**config.mk**
```make
export PLATFORM = sky130hd
export DESIGN_NAME = mem_responder
export DESIGN_NICKNAME = d
export VERILOG_FILES = /design/src/rtl/mem_responder.sv
export SDC_FILE = /design/constraint.sdc
export NUM_CORES = 2
export LEC_CHECK = 0
export ABC_CLOCK_PERIOD_IN_PS = 5500
export CAP_MARGIN = 30
export CORE_UTILIZATION = 42
export DETAILED_ROUTE_END_ITERATION = 12
export REMOVE_ABC_BUFFERS = 1
export SETUP_SLACK_MARGIN = 0.4
export SYNTH_ARGS = -nofsm -noshare
export SYNTH_HDL_FRONTEND = slang
export SYNTH_SLANG_ARGS = --single-unit
```
**constraint.sdc**
```tcl
create_clock -name clk -period 5.5 [get_ports clk]
set_input_delay 1.1 -clock clk [delete_from_list [all_inputs] [get_ports clk]]
set_output_delay 1.1 -clock clk [all_outputs]
set_load 0.1 [all_outputs]
```
**src/rtl/mem_responder.sv**
```systemverilog
// Word-addressed memory responder answering one read/write at a time on a req/ack handshake.
// Latency: ack rises WAIT+1 edges after req is accepted; ack drops one edge after req is sampled low.
// Backpressure: a new req is accepted only in IDLE; inputs are latched at acceptance and then ignored.
module mem_responder #(
    parameter int DW    = 8,
    parameter int AW    = 8,
    parameter int DEPTH = 256,
    parameter int WAIT  = 2
) (
    input  logic          clk,
    input  logic          rst,
    input  logic          req,
    input  logic          we,
    input  logic [AW-1:0] addr,
    input  logic [DW-1:0] wdata,
    output logic [DW-1:0] rdata,
    output logic          ack,
    output logic          err,
    output logic          busy
);

    localparam int IW = (DEPTH > 1) ? $clog2(DEPTH) : 1;
    localparam bit HAS_WAIT = (WAIT > 0);
    localparam logic [3:0] WAIT_LD = 4'(WAIT);

    typedef enum logic [1:0] {
        S_IDLE   = 2'd0,
        S_WAIT   = 2'd1,
        S_ACCESS = 2'd2,
        S_DONE   = 2'd3
    } state_t;

    state_t        state_q, state_d;
    logic [3:0]    cnt_q, cnt_d;
    logic          we_q, we_d;
    logic [AW-1:0] addr_q, addr_d;
    logic [DW-1:0] wdata_q, wdata_d;
    logic [DW-1:0] rdata_q, rdata_d;
    logic          ack_q, ack_d;
    logic          err_q, err_d;
    logic          busy_q, busy_d;

    logic [DW-1:0] mem [DEPTH];
    logic          in_range;
    logic [IW-1:0] mem_idx;
    logic          mem_wr;

    // Addresses at or beyond DEPTH are not backed by storage even when they fit in AW bits.
    assign in_range = ({1'b0, addr_q} < (AW+1)'(DEPTH));
    assign mem_idx  = addr_q[IW-1:0];
    assign mem_wr   = (state_q == S_ACCESS) && we_q && in_range;

    // Next-state and next-output computation for the handshake FSM.
    always_comb begin
        state_d = state_q;
        cnt_d   = cnt_q;
        we_d    = we_q;
        addr_d  = addr_q;
        wdata_d = wdata_q;
        rdata_d = rdata_q;
        ack_d   = ack_q;
        err_d   = err_q;
        busy_d  = busy_q;
        case (state_q)
            S_IDLE: begin
                if (req) begin
                    we_d    = we;
                    addr_d  = addr;
                    wdata_d = wdata;
                    busy_d  = 1'b1;
                    cnt_d   = WAIT_LD;
                    state_d = HAS_WAIT ? S_WAIT : S_ACCESS;
                end
            end
            S_WAIT: begin
                cnt_d = cnt_q - 4'd1;
                // <=1 rather than ==1 so a corrupted counter can never strand the FSM here.
                if (cnt_q <= 4'd1) begin
                    state_d = S_ACCESS;
                end
            end
            S_ACCESS: begin
                ack_d   = 1'b1;
                state_d = S_DONE;
                if (!in_range) begin
                    err_d   = 1'b1;
                    rdata_d = '0;
                end else begin
                    err_d = 1'b0;
                    if (!we_q) begin
                        rdata_d = mem[mem_idx];
                    end
                end
            end
            S_DONE: begin
                if (!req) begin
                    ack_d   = 1'b0;
                    err_d   = 1'b0;
                    busy_d  = 1'b0;
                    state_d = S_IDLE;
                end
            end
            default: begin
                state_d = S_IDLE;
            end
        endcase
    end

    // FSM state, latched command and registered outputs.
    always_ff @(posedge clk) begin
        if (rst) begin
            state_q <= S_IDLE;
            cnt_q   <= '0;
            we_q    <= 1'b0;
            addr_q  <= '0;
            wdata_q <= '0;
            rdata_q <= '0;
            ack_q   <= 1'b0;
            err_q   <= 1'b0;
            busy_q  <= 1'b0;
        end else begin
            state_q <= state_d;
            cnt_q   <= cnt_d;
            we_q    <= we_d;
            addr_q  <= addr_d;
            wdata_q <= wdata_d;
            rdata_q <= rdata_d;
            ack_q   <= ack_d;
            err_q   <= err_d;
            busy_q  <= busy_d;
        end
    end

    // Storage array; never cleared, and a reset on the access edge cancels the write.
    always_ff @(posedge clk) begin
        if (!rst && mem_wr) begin
            mem[mem_idx] <= wdata_q;
        end
    end

    assign rdata = rdata_q;
    assign ack   = ack_q;
    assign err   = err_q;
    assign busy  = busy_q;

endmodule

```
[Word level (Yosys, flattened, before mapping)]
Memory sizes are Yosys's and may differ from the RTL's. A register that Yosys moved wholly into a read port is not among the register bits.
Index checks and enable logic that the tools add are counted.
Word-level totals
  bits in registers: 26
  bits in writable memories: 2048
  bits of input ports: 20
  output and inout port bits: 11
  logic and storage cells: 44
  memories kept: 1
Memories
  mem: words 256, bits a word 8, rd ports 1, clocked after memory_dff 1, write ports 1, RTL line 43  | logic [DW-1:0] mem [DEPTH];
Cells by class
  $add $sub $neg: 1
  $lt $le $gt $ge: 1
  eq/ne operators: 6
  multiplexer cells: 13
  bitwise logic cells: 1
  reductions and logical operators: 13
Operators by type and width (count)
  case mux 2 bit (4 select lines): 1
  case mux 4 bit (2 select lines): 1
  AND reduction 2 bit: 4
  two-way mux 2 bit: 3
  inequality test 2 bit (second input constant): 3
  case mux 1 bit (2 select lines): 3
  AND reduction 3 bit: 2
  nonzero test 2 bit: 3
  == test 2 bit (second input constant): 2
  less-or-equal comparator 4 x 1 -> 1 bit (second input constant): 1
  two-way mux 1 bit: 4
  two-way mux 4 bit: 1
  subtractor 4 x 1 -> 4 bit (second input constant): 1
  == test 2 x 1 -> 1 bit (second input constant): 1
  logical AND 1 bit: 2
  zero test 2 bit: 1
  zero test 1 bit: 1
  inverter 1 bit: 1

[Depth between registers and ports, before layout]
  depth in word-level cells: 5
  depth in mapped cells: 13

[Worst setup path before layout]
Ideal clock, no wire load.
  path type: register -> register
  start: register wdata_q[0]
  end: memory mem[0][0], data pin
  arrival time: 3397 ps
  data required time: 4644 ps
  path slack: 1247 ps
  stages on the path, launching flop included: 1
  clock period less this slack: 4253 ps
  cells stage by stage: dfxtp_1
RTL lines
  from (decl): RTL line 37  | logic [DW-1:0] wdata_q, wdata_d;
  from (signal assigned): RTL line 126  | wdata_q <= wdata_d;
  to (decl): RTL line 43
No word-level cell before the write port.

==> impl_metrics.env <==
export IMPL_status="finished clean"
export IMPL_worstRegToRegCells=8
export IMPL_slew_violations=0
export IMPL_synth_simple_area_share=0.0277
export IMPL_ys_ff_latch=2081
export IMPL_rrSetupSlack_ps=1320
export IMPL_synth_top_area_frac=0.760
export IMPL_power_frac_comb=0.139
export IMPL_power_share_clock=0.365
export IMPL_drt_pass1_iterations=6
export IMPL_cp_max_fo=40
export IMPL_yosysTopAreaCell="edfxtp_1"
export IMPL_cts_hold_buf=0
export IMPL_synthTopCellsByCount="edfxtp_1 (2048), mux4_2 (556), nor2_1 (272)"
export IMPL_min_to="ack"
export IMPL_post_drt_wl_per_cell_microns=30.9
export IMPL_drtIter0Drc=4505
export IMPL_synth_xor_area_frac=0
export IMPL_postSynthCellCount=3739
export IMPL_synth_top_family_by_area="multiplexers"
export IMPL_cp_buffers_inverters=1
export IMPL_min_from="ack"
export IMPL_routed_wl_mm=204
export IMPL_whs_ps=498
export IMPL_synth_adder_area_share=0.00108
export IMPL_power_leakage_nw=27.9
export IMPL_start_util=0.424
export IMPL_fin_ws_ps=1320
export IMPL_drv_cap=0
export IMPL_synth_main_ff_cell="edfxtp_1"
export IMPL_path_class="reg2reg"
export IMPL_grt_pass1_vias=38900
export IMPL_seq_power_share=0.496
export IMPL_io_buffers=29
export IMPL_worstMarginPinSlew_ps=1120
export IMPL_post_cts_buffers=0
export IMPL_end_kind="flip-flop"
export IMPL_syn_area_per_cell_sq_um=21.7
export IMPL_die_w_microns=441
export IMPL_crit_family="simple AND/OR/NAND/NOR gates"
export IMPL_io_pins=31
export IMPL_skew_ps=43.4
export IMPL_required_ps=6230
export IMPL_num_rows=160
export IMPL_r2r_start="addr_q[0]"
export IMPL_seq_area_frac_synth=0.768
export IMPL_grt_pass1_wl_mm=290
export IMPL_post_synth_num_cell_types=66
export IMPL_timing_rr_end="rdata[7]"
export IMPL_ir_drop_uv=297
export IMPL_synth_area_leaders="edfxtp_1 (76%), mux4_2 (15%), mux2i_1 (1.4%)"
export IMPL_max_freq_ghz=0.239
export IMPL_synth_compound_area_frac=0.0173
export IMPL_power_switching_mw=9.57
export IMPL_clock_root_buffer="clkbuf_16"
export IMPL_syn_to_final_growth_pct=12.8
export IMPL_final_hold_violation_count=0
export IMPL_path_common_cell="mux4_2"
export IMPL_cts_max_level=4
export IMPL_cp_depth=8
export IMPL_cp_arrival_ps=4910
export IMPL_crit_chain="buf_12 > mux4_2 > mux4_2 > nor2b_1 > nor3_1 > nand3_1 > o21ai_1 > o31ai_1"
export IMPL_hp_class="reg2reg"
export IMPL_cts_tree="built"
export IMPL_slew_headroom=0.254
export IMPL_finalCritPeriodShare=0.760
export IMPL_syn_area_sq_um=81000
export IMPL_synth_edf_count=2048
export IMPL_fp_coreArea_sq_um=191000
export IMPL_place_ws_ps=1330
export IMPL_grt_overflow=0
export IMPL_die_area_sq_um=195000
export IMPL_ant_nets=0
export IMPL_clkLatencyLatePin_ps=850
export IMPL_synthArstFlopShare=0
export IMPL_post_synth_top_count_cell="edfxtp_1"
export IMPL_slowest_delay_ps=820
export IMPL_grt_antenna_before_repair=1
export IMPL_start_kind="flip-flop"
export IMPL_vias=39100
export IMPL_cts_sinks=2081
export IMPL_cts_buffers=204
export IMPL_drive_gt1_frac=0.252
export IMPL_power_density_nw_per_um2=406
export IMPL_tns_ps=0
export IMPL_setup_viol=0
export IMPL_worstHoldPathCells=2
export IMPL_track_usage=0.210
export IMPL_die_h_microns=441
export IMPL_nets=3933
export IMPL_gp_congestion=0.838
export IMPL_muxShareOfSynthArea=0.170
export IMPL_slowest_stage="dfxtp_4"
export IMPL_grt_start_max_net_pins=197
export IMPL_internal_power_mw=27.5
export IMPL_drc=0
export IMPL_dp_hpwl_mm=123
export IMPL_clk_path_buf_depth=3
export IMPL_clk_pin_slew_ps=60
export IMPL_rsz0062_at_grt="false"
export IMPL_via_per_inst=5.94
export IMPL_cts_resized=0
export IMPL_synth_warnings=0
export IMPL_min_period_ps=4180
export IMPL_p_sw_frac=0.258
## state kept, by name (all words and copies together), names as in the netlist
| signal | cells |
|---|---|
| ack | 1 |
| addr_q | 8 |
| busy | 1 |
| cnt_q | 4 |
| mem | 2048 |
| rdata | 8 |
| state_q | 2 |
| wdata_q | 8 |
| we_q | 1 |
## worst min-delay path, cell delays in order (launching register included)
cell and delay [ps]:
dfxtp_1 310, o21ai_0 70, a21oi_1 70
## metal layers
layer / part of all wire / GRT usage / vias to the layer above
met2: 0.47 / 0.325 / 1653
met5: 0 / 0 / -
met3: 0.077 / 0.0370 / 306
met4: 0.031 / 0.0680 / 0
li1: - / - / 16000
met1: 0.42 / 0.305 / 21200
## logic make-up (layout without fill, tap and decap cells)
group,Yosys count,after routing
AO/OA/AOI/OAI,204,204
multiplexers,678,678
AND/OR/NAND/NOR,525,525
other,1,2
adder cells (fa/ha/maj),7,7
flip-flops,2081,2081
buffers and inverters,243,579
## stage by stage
step / utilization / cells / total power [mW] / instance area (sq um)
2_1_floorplan: - / 3515 / 23.8 / 79700
3_3_place_gp: 0.443 / 6186 / 23.8 / 84500
3_5_place_dp: 0.444 / 6205 / 23.9 / 84800
4_1_cts: 0.478 / 6580 / 37.3 / 91200
5_1_grt: 0.478 / 6587 / 38.1 / 91300
6_report: 0.478 / 6587 / 37.1 / 91300
## cells in the final DEF, fill, tap and decap left out, types with 6 or more instances in the layout
master,Yosys,final
o22ai_1,25,25
edfxtp_1,2048,2048
nand2_1,102,102
a32oi_1,7,7
a221oi_1,7,7
buf_6,17,10
mux2i_1,114,114
mux2_2,7,7
clkdlybuf4s50_1,0,27
nand2b_1,10,10
o22a_1,6,6
clkbuf_1,80,58
inv_1,16,15
dfxtp_1,33,19
ha_1,7,7
o2111ai_1,8,8
clkinv_2,0,29
nor2b_1,15,11
mux4_2,556,556
buf_4,32,117
o21ai_0,17,17
bufinv_16,0,14
clkbuf_16,0,205
buf_12,0,23
a22o_1,8,8
nand3_1,49,43
a22oi_1,38,38
clkinv_1,1,48
nand4_1,10,10
nor2_1,272,270
dfxtp_4,0,12
a21oi_1,43,43
nor3_1,41,41
nand3_2,0,6
o211ai_1,6,6
## power by group through the flow
stage | Combinational [mW] | Sequential [mW] | Clock, mW
floorplan | 4.16 | 19.6 | 0
global placement | 5.08 | 18.7 | 0
detailed placement | 5.16 | 18.7 | 0
CTS | 5.17 | 18.4 | 13.7
global route | 5.40 | 18.4 | 14.3
finish | 5.15 | 18.4 | 13.5
## area by class of cell
class | count | area (sq um)
Antenna cell | 1 | 2.50
Clock buffer | 264 | 5360
Clock inverter | 111 | 1080
Fill cell | 15400 | 99500
Inverter | 19 | 76.3
Multi-Input combinational cell | 1415 | 17500
Sequential cell | 2081 | 62200
Tap cell | 2511 | 3140
Timing Repair Buffer | 185 | 1870
## how the worst max path moves through the flow
stage	startpoint	end
floorplan	addr_q[0]	mem[183][0]
global placement	addr_q[0]	rdata[7]
detailed placement	addr_q[0]	rdata[7]
CTS	addr_q[0]	rdata[7]
global route	addr_q[0]	rdata[7]
finish	addr_q[0]	rdata[7]
Note: power is estimated with default switching activity, not from simulation.
